File: src/rtl/request_capture8_pkg.sv
// Shared widths and priority helpers for the request capture front end
// and the 8-to-3 encoder stage that consumes its offers.
package request_capture8_pkg;

    localparam int REQ_WIDTH  = 8;
    localparam int CODE_WIDTH = 3;

    // Later set bits overwrite earlier ones, so scan order decides priority.
    function automatic logic [REQ_WIDTH-1:0] prio_sel(
        input logic [REQ_WIDTH-1:0] vec,
        input logic                 high_first
    );
        logic [REQ_WIDTH-1:0] sel;
        sel = '0;
        for (int i = 0; i < REQ_WIDTH; i++) begin
            if (high_first) begin
                if (vec[i]) sel = REQ_WIDTH'(1) << i;
            end else begin
                if (vec[REQ_WIDTH-1-i]) sel = REQ_WIDTH'(1) << (REQ_WIDTH-1-i);
            end
        end
        return sel;
    endfunction

    function automatic logic [CODE_WIDTH-1:0] onehot_to_code(
        input logic [REQ_WIDTH-1:0] onehot
    );
        logic [CODE_WIDTH-1:0] code;
        code = '0;
        for (int i = 0; i < REQ_WIDTH; i++) begin
            if (onehot[i]) code = code | CODE_WIDTH'(i);
        end
        return code;
    endfunction

endpackage

File: src/rtl/request_capture8_sync_edge_detect.sv
// Per-line synchroniser chain plus previous-value register;
// emits a one-cycle rise for every synchronised 0->1 transition.
module sync_edge_detect #(
    parameter int WIDTH       = 8,
    parameter int SYNC_STAGES = 2
) (
    input  logic             clk,
    input  logic             rst,
    input  logic [WIDTH-1:0] req_in,
    output logic [WIDTH-1:0] rise
);

    logic [WIDTH-1:0] chain [SYNC_STAGES];
    logic [WIDTH-1:0] prev;

    always_ff @(posedge clk) begin
        if (rst) begin
            for (int s = 0; s < SYNC_STAGES; s++) chain[s] <= '0;
            prev <= '0;
        end else begin
            chain[0] <= req_in;
            for (int s = 1; s < SYNC_STAGES; s++) chain[s] <= chain[s-1];
            prev <= chain[SYNC_STAGES-1];
        end
    end

    assign rise = chain[SYNC_STAGES-1] & ~prev;

endmodule

File: src/rtl/request_capture8.sv
// Captures rising request edges as pending bits and offers the
// highest-priority unmasked one as a registered one-hot word plus code.
module request_capture8
    import request_capture8_pkg::*;
#(
    parameter int WIDTH       = REQ_WIDTH,
    parameter int CODE_W      = CODE_WIDTH,
    parameter int SYNC_STAGES = 2,
    parameter bit HIGH_FIRST  = 1'b1
) (
    input  logic              clk,
    input  logic              rst,
    input  logic [WIDTH-1:0]  req_in,
    input  logic [WIDTH-1:0]  mask,
    output logic [WIDTH-1:0]  out_onehot,
    output logic [CODE_W-1:0] out_code,
    output logic              out_valid,
    input  logic              out_ready,
    output logic [WIDTH-1:0]  pending,
    output logic              overflow
);

    logic [WIDTH-1:0] rise;
    logic             acc;
    logic [WIDTH-1:0] clr;
    logic [WIDTH-1:0] cand;
    logic [WIDTH-1:0] sel;
    logic             load;

    sync_edge_detect #(
        .WIDTH       (WIDTH),
        .SYNC_STAGES (SYNC_STAGES)
    ) u_sync (
        .clk    (clk),
        .rst    (rst),
        .req_in (req_in),
        .rise   (rise)
    );

    assign acc  = out_valid & out_ready;
    assign clr  = acc ? out_onehot : '0;
    assign cand = pending & ~mask & ~clr;
    assign sel  = prio_sel(cand, HIGH_FIRST);
    // Only refill when empty or just consumed, so a stalled offer never changes.
    assign load = ~out_valid | acc;

    always_ff @(posedge clk) begin
        if (rst) begin
            pending    <= '0;
            overflow   <= 1'b0;
            out_valid  <= 1'b0;
            out_onehot <= '0;
            out_code   <= '0;
        end else begin
            pending  <= (pending & ~clr) | rise;
            overflow <= |(rise & pending & ~clr);
            if (load) begin
                out_valid  <= |cand;
                out_onehot <= sel;
                out_code   <= onehot_to_code(sel);
            end
        end
    end

endmodule

File: config.mk
export PLATFORM = sky130hd
export DESIGN_NAME = request_capture8
export DESIGN_NICKNAME = d
export VERILOG_FILES = /design/src/rtl/request_capture8_pkg.sv /design/src/rtl/request_capture8_sync_edge_detect.sv /design/src/rtl/request_capture8.sv
export SDC_FILE = /design/constraint.sdc
export NUM_CORES = 1
export LEC_CHECK = 0
export CAP_MARGIN = 40
export CORE_MARGIN = 3
export CORE_UTILIZATION = 43
export DETAILED_ROUTE_END_ITERATION = 12
export GPL_TIMING_DRIVEN = 0
export PLACE_DENSITY = 0.73
export SYNTH_ARGS = -nofsm -noshare
export SYNTH_HDL_FRONTEND = slang
export SYNTH_SLANG_ARGS = --single-unit
export TNS_END_PERCENT = 10
File: constraint.sdc
create_clock -name clk -period 1.3 [get_ports clk]
set_input_delay 0.195 -clock clk [delete_from_list [all_inputs] [get_ports clk]]
set_output_delay 0.195 -clock clk [all_outputs]
set_load 0.02 [all_outputs]
After elaboration in Yosys (flattened, before gate mapping)
Memory sizes are Yosys's and may differ from the RTL's. Index checks and enable logic that the tools add are counted.

Register bits: 29. Input bits: 19. Output and inout bits: 21. RAM bits: 16. Word-level logic and storage cells: 45. Memories kept: 1.

Memories: u_sync.chain (depth 2, width 8, rd ports 2, clocked after memory_dff 0, wr ports 2, line request_capture8_sync_edge_detect.sv:13) `logic [WIDTH-1:0] chain [SYNC_STAGES];`.

Muxes and demuxes: 21. Reduce and logical (&&, ||, !) cells: 2. Bitwise operators: 15.

Operators with widths (count): AND 8 bit (6); 2-to-1 mux 8 bit (4); NOT 8 bit (3); OR reduction 8 bit (2); 2-to-1 mux 3 bit (5); OR 8 bit (1); 2-to-1 mux 7 bit (1); 2-to-1 mux 2 bit (3); 2-to-1 mux 6 bit (1); 2-to-1 mux 1 bit (5); 2-to-1 mux 5 bit (1); 2-to-1 mux 4 bit (1); OR 1 bit (3); AND 1 bit (1); NOT 1 bit (1).

Longest topological paths before layout
Gate-level depths: netlist (run 1).

Depth after elaboration: 19. Gate-level depth with buffers: 5. Gate-level depth less buffers: 4.

Cells and area by module
A second synthesis (run 1) with hierarchy kept.

Cell total of the unflattened synthesis: 174. Area, all modules: 1732.9 um^2.

By module, submodules not included: request_capture8 (area an instance 989.7 um^2, instances 1, seq. area each 420.4 um^2, cells each 116); sync_edge_detect (area an instance 743.2 um^2, instances 1, seq. area each 480.5 um^2, cells each 58).

Least setup slack after synthesis (run 1)
Ideal clock, no wire load.

Path type: flip-flop to flip-flop. Start point: register out_valid. End point: register out_onehot[4]. Buffers on the path: 1. Data required time: 1.229 ns. Clock period less this slack: 1.596 ns. Library setup time: 0.071 ns. Slack: -0.296 ns. Data arrival time: 1.525 ns. Cell stages (with the launch flop): 6. Cells stage by stage: dfxtp_1 -> buf_6 -> nand3_2 -> and3_4 -> or4b_1 -> a21oi_1.

Word-level cells in the longest chain between the ends: 8. Elaborated cells between the ends (all ways): 10. Those cells by class: 5 x mux; 5 x bitwise.

Ends and longest elaborated chain: from (decl) (line request_capture8.sv:17) `output logic out_valid,`; from (signal assigned) (line request_capture8.sv:58) `out_valid <= |cand;`; AND 1 bit (line request_capture8.sv:40) `assign acc = out_valid & out_ready;`; 2-to-1 mux 8 bit (line request_capture8.sv:41) `assign clr = acc ? out_onehot : '0;`; NOT 8 bit (line request_capture8.sv:42) `assign cand = pending & ~mask & ~clr;`; AND 8 bit (line request_capture8.sv:42); 2-to-1 mux 5 bit (line request_capture8_pkg.sv:17) `if (vec[i]) sel = REQ_WIDTH'(1) << i;`; 2-to-1 mux 6 bit (line request_capture8_pkg.sv:17); 2-to-1 mux 7 bit (line request_capture8_pkg.sv:17); 2-to-1 mux 8 bit (line request_capture8_pkg.sv:17); to (signal assigned) (line request_capture8.sv:59) `out_onehot <= sel;`; to (decl) (line request_capture8.sv:15) `output logic [WIDTH-1:0] out_onehot,`.

Parallel ways exist; a longest one is shown, timed or not. A chain may end at the register's enable or synchronous reset.

Final worst setup path (run 1)
Ends and elaborated chain as after synthesis.

==> impl_metrics.toml, run 1 <==
[power_and_ir_drop]
seqPwrFrac_pct = 54.6
cellPowerDensity_nw_per_um2 = 1140
p_total_uw = 2710
leakage_uw = 0.000946
power.switching_uw = 656
p_sw_share_pct = 24.2
internal_power_uw = 2050
clockPowerShare_pct = 31.3
comb_power_share_pct = 14.2
vdd.ir_drop.worst_v = 0.000706

[sta]
post-route-min-period_ns = 1.47
max_freq_mhz = 679
worst_pin_slew_ns = 0.501
setup_viol = 11
fin_skew_ns = 0.00420
slew_violations = 0
slew_headroom_pct = 66.6
post-route-period-util_pct = 113
worst_slack_ns = -0.174
rsz0062_at_grt = "true"
hold_violations = 0

[die]
rows = 22
core-area_um2 = 3720
io_pins = 40
initial_core_util_pct = 45.2
dieHeight_um = 68.5
die-area_um2 = 4690
die_w_um = 68.5

[synthesis]
synthesis.nets = 194
synth_top_area_cell = "dfxtp_1"
synth_top_area_share_pct = 53.6
ys.flop_type = "dfxtp_1"
ys_warn_count = 0
ys_seq_elements = 45
yosys.cell_count.top_type = "dfxtp_1"
synth-async-reset-ratio_pct = 0
netlist_area_um2 = 1680
synth_area_leaders = "dfxtp_1 (54%), nor2b_1 (12%), a21oi_1 (4.2%)"
synth_enable_flop_cells = 0
ys_top_cells_by_count = "dfxtp_1 (45), nor2b_1 (33), a21oi_1 (14), nand3_1 (12), nand2_1 (11)"
ys_seq_area_share_pct = 53.6
netlist_instances = 175
yosysUniqueCellTypes = 36
avgSynthCellArea_um2 = 9.60

[finish]
antennaDiodeCount = 0
fin_nets = 248
syn_to_final_growth_pct = 41.3
stdcell_count = 277
design_area_um2 = 2370
drive_gt1_share_pct = 19.7

[place]
hpwl_um = 2650
place_area_um2 = 2130
numPortBuffers = 38
dp_slack_ns = -0.660
gp_congestion = 0.841
place_inst = 261

[detailed_routing]
wire_per_inst_um = 14.1
ant_nets = 0
finalWirelength_um = 3900
vias_per_cell = 5.30
firstDrtPassIters = 4
drtIter0Drc = 151
vias = 1469
drc = 0

[global_route]
grt_pass1_wl_um = 6090
grt_antenna_before_repair = 0
track_usage_pct = 17.6
grt_overflow = 0
grt_max_degree = 13
grt_pass1_vias = 1413

[hold_path]
worstHoldPathType = "primary input to flop"

[run_status]
outcome = "finished with violations"
violations = "setup timing"

[critical_path]
crit_arrival_ns = 1.70
critical_path.max_fanout = 10
endpoint_kind = "flop"
path_class = "flop to flop"
startpoint_type = "flop"
required_ns = 1.53

[clocking]
htreeDepth = 2
clkLatencyLatePin_ns = 0.29
cts.sink_count = 45
ctsHoldBuffers = 0
root_buffer = "clkbuf_8"
clk_pin_slew_worst_paths_ns = 0.08
cts_made_buffers = 5
cts_buffer_depth = 2
cts_tree = "built"

[run]
cap_violations = 0
final cells by class:
cell class | count | area (µm²)
Sequential cell | 45 | 908
Buffer | 8 | 58.8
Inverter | 4 | 15.0
Timing Repair Buffer | 47 | 414
Fill cell | 324 | 1340
Clock buffer | 7 | 86.3
Multi-Input combinational cell | 118 | 831
Tap cell | 48 | 60.1
power by group through the flow:
stage / sequential [µW] / clock [µW] / combinational [µW]
final: 1480 / 846 / 383
after global routing: 1490 / 910 / 415
after floorplan: 1540 / 0 / 149
after global placement: 1500 / 0 / 336
after CTS: 1480 / 868 / 365
after detailed placement: 1510 / 0 / 341
layout by cell type (no fill, tap or decap), types with 2 or more instances in the layout:
master	Yosys	final
dfxtp_1	45	41
nor2b_1	33	30
dlygate4sd2_1	0	20
clkdlybuf4s50_1	0	16
a21oi_1	14	13
nand3_1	12	11
nand2_1	11	9
nor2_1	8	8
clkbuf_8	0	7
buf_4	0	7
clkbuf_1	5	5
nand2b_1	6	5
inv_1	4	4
nand3_4	0	3
nand4_1	3	3
dfxtp_2	0	3
buf_6	2	2
nor2b_4	0	2
and3_4	1	2
nor3_1	2	2
nand2_2	0	2
o22ai_1	2	2
a311oi_1	2	2
clkbuf_2	0	2
per-layer routing:
metal / GRT usage, % / vias up / wire length (µm)
met5: 0 / - / 0
li1: - / 719 / -
met3: 5.02 / 12 / 317
met1: 19.6 / 677 / 1510
met2: 30.6 / 61 / 1940
met4: 8.44 / 0 / 130
kinds of logic after synthesis:
kind of cell	Yosys count	share of synthesized area, %
AO/OA/AOI/OAI	30	12.2
buffers and inverters	12	3.57
AND/OR/NAND/NOR	88	30.6
flip-flops	45	53.6
per-stage QoR:
stage | hold slack [ns] | TNS [ns] | utilization [%]
final | 0.276 | -0.826 | 63.9
after global routing | 0.296 | -1.71 | 63.9
after CTS | 0.281 | -0.688 | 62.1
after detailed placement | 0.423 | -6.58 | 57.3
after global placement | 0.420 | -6.35 | 57.3
after floorplan | 0.323 | -0.573 | -
registers in the layout, summed over array words and instances, names as in the netlist:
name and count:
u_sync.chain 16, out_onehot 8, pending 8, u_sync.prev 8
out_code 3, out_valid 1, overflow 1
final timing paths:
path | start | end | slack, ns | depth (start not counted)
setup / recovery | out_valid | out_onehot[4] | -0.17 | 4
hold / removal | rst | u_sync.chain[0][1] | 0.28 | 2
setup reg to reg | out_valid | out_onehot[4] | -0.17 | 4
hold reg to reg | u_sync.chain[0][3] | u_sync.chain[0][11] | 0.44 | 1
critical path, stage by stage, from the launching register on:
cell and delay (ns):
dfxtp_4 0.37, and2b_2 0.22, clkbuf_8 0.17, or4b_1 0.52, a21oi_1 0.13
timing repair:
item                                    in CTS  in global routing
setup buffers                                6                  2
cloned                                       1                  0
pin swaps                                    7                  6
gates resized for setup                     39                 14
endpoints found under the setup margin      31                 12
Power figures use the tool's default switching activity.
==> run 2: changes to the inputs <==
- ABC_CLOCK_PERIOD_IN_PS: not set -> 1400
- CORE_UTILIZATION: 43 -> 48
- PLACE_DENSITY: 0.73 -> 0.78
- clock period: 1.3 -> 1.4 ns (I/O delays scaled with it)
==> run 2 against run 1 <==
Compared with the run above: sequential power down 7%; the run still ends with setup timing left; cell count shrank 1.4%; critical path type unchanged; clock skew grew 0.0016 ns; largest power group unchanged; flip-flop and latch count is the same; first-iteration DRC count decreased by 26%.
==> impl_metrics.toml, run 2 (synthesized netlist as in run 1, its figures left out) <==
[run_status]
outcome = "finished with violations"
violations = "setup timing"

[die]
io_pins = 40
rows = 20
die-area_um2 = 4250
die_w_um = 65.2
dieHeight_um = 65.2
initial_core_util_pct = 52.5
core-area_um2 = 3200

[detailed_routing]
ant_nets = 0
finalWirelength_um = 4060
vias = 1461
vias_per_cell = 5.35
wire_per_inst_um = 14.9
drtIter0Drc = 112
firstDrtPassIters = 4
drc = 0

[finish]
final_common_cell = "dfxtp_1"
syn_to_final_growth_pct = 38.3
antennaDiodeCount = 0
largest_register_ffs = 16
drive_gt1_share_pct = 17.9
design_area_um2 = 2320
area.sequential_um2 = 910
top_register = "u_sync.chain"
fin_nets = 247
fin_util_pct = 72.6
fillCellCount = 271
mostFrequentLayoutCells = "dfxtp_1 (40), nor2b_1 (31), dlygate4sd2_1 (20), clkdlybuf4s50_1 (16), a21oi_1 (14)"
multi_input_area_um2 = 810

[global_route]
grt_overflow = 0
grtUsageMet1_pct = 24.1
grt_use_met3_pct = 5.47
met2_usage_pct = 33.8
grt_pass1_wl_um = 6420
grt_antenna_before_repair = 0
grt_max_degree = 15
busiest_layer = "met2"
track_usage_pct = 19.9
grt_pass1_vias = 1334

[critical_path]
startpoint_type = "flop"
path_buf_inv = 1
endpoint_kind = "flop"
rr_startpoint = "out_valid"
timing.rr.end = "out_onehot[4]"
critPathMaxStageDelay_ns = 0.45
reg2regPathDepth = 5
critical-path-top-delay-family = "simple AND/OR/NAND/NOR gates"
critPathLaunch = "out_valid"
critPathSlowestCell = "or4b_1"
path_class = "flop to flop"
rrSetupSlack_ns = -0.14
crit_chain = "buf_8 -> nand3_4 -> a32oi_4 -> or4b_1 -> a21oi_1"
crit_arrival_ns = 1.83
required_ns = 1.69
critical_path.max_fanout = 5

[sta]
post-route-min-period_ns = 1.54
hold_violations = 0
rsz0062_at_grt = "true"
whs_ns = 0.224
worst_pin_slew_ns = 0.520
slew_violations = 0
post-route-period-util_pct = 110
max_freq_mhz = 651
worst_slack_ns = -0.136
setup_viol = 5
fin_skew_ns = 0.00581
slew_headroom_pct = 65.4

[power_and_ir_drop]
internal_power_uw = 1710
power.switching_uw = 630
leakage_uw = 0.000934
p_sw_share_pct = 26.9
vdd.ir_drop.worst_v = 0.000776
comb_power_share_pct = 15.1
clockPowerShare_pct = 26.0
seqPwrFrac_pct = 58.8
cellPowerDensity_nw_per_um2 = 1010

[hold_path]
worstHoldPathType = "primary input to flop"
min_delay_path_depth = 2
worst_hold_startpoint = "rst"
min_to = "u_sync.prev[7]"

[clocking]
cts_tree = "built"
clk_pin_slew_worst_paths_ns = 0.13
cts_made_buffers = 5
root_buffer = "clkbuf_4"
ctsHoldBuffers = 0
htreeDepth = 2
cts_buffer_depth = 2
clkLatencyLatePin_ns = 0.36
cts.sink_count = 45

[place]
hpwl_um = 2670
numPortBuffers = 38
place_area_um2 = 2120
gp_congestion = 0.884

[run]
cap_violations = 0
-- run 2: how the worst max path moves through the flow --
stage	cells past startpoint	endpoint
after floorplan	5	out_onehot[4]
after global placement	6	out_code[0]
after detailed placement	6	out_code[0]
after CTS	6	out_onehot[4]
after global routing	5	out_code[0]
final	5	out_onehot[4]
-- run 2: what timing repair did --
action / CTS / global route
setup buffers: 0 / 6
endpoints found under the setup margin: 30 / 13
resized for setup: 23 / 22
cloned: 0 / 2
pin swaps: 1 / 5
-- run 2: power groups by stage --
| stage | clock [µW] | combinational, µW | sequential [µW] |
|---|---|---|---|
| after floorplan | 0 | 139 | 1430 |
| after global placement | 0 | 313 | 1400 |
| after detailed placement | 0 | 317 | 1400 |
| after CTS | 629 | 300 | 1370 |
| after global routing | 688 | 382 | 1390 |
| final | 609 | 354 | 1380 |
-- run 2: routing by layer --
layer  up-vias  share of wire (%)  wire [µm]
li1        713                  -          -
met1       678                 42       1680
met2        61                 50       2020
met3         9                7.1        289
met4         0                1.6         63
met5         -                  0          0
-- run 2: per-stage QoR --
step / TNS [ns] / total power [µW] / cells / setup slack, ns
3_3_place_gp: -5.38 / 1710 / 257 / -0.602
5_1_grt: -0.871 / 2460 / 273 / -0.202
4_1_cts: -0.871 / 2300 / 265 / -0.188
3_5_place_dp: -5.59 / 1720 / 257 / -0.617
6_report: -0.368 / 2340 / 273 / -0.136
2_1_floorplan: -0.0515 / 1570 / 175 / -0.0270
-- run 2: area by class of cell --
| class | instances | share of cell area [%] |
|---|---|---|
| clock buffers | 6 | 1.78 |
| flip-flops and latches | 45 | 39.1 |
| clock inverters | 2 | 0.592 |
| multi-input cells | 118 | 34.8 |
| well taps | 44 | 2.37 |
| inverters | 4 | 0.646 |
| plain buffers | 8 | 2.26 |
| repair buffers | 46 | 18.4 |
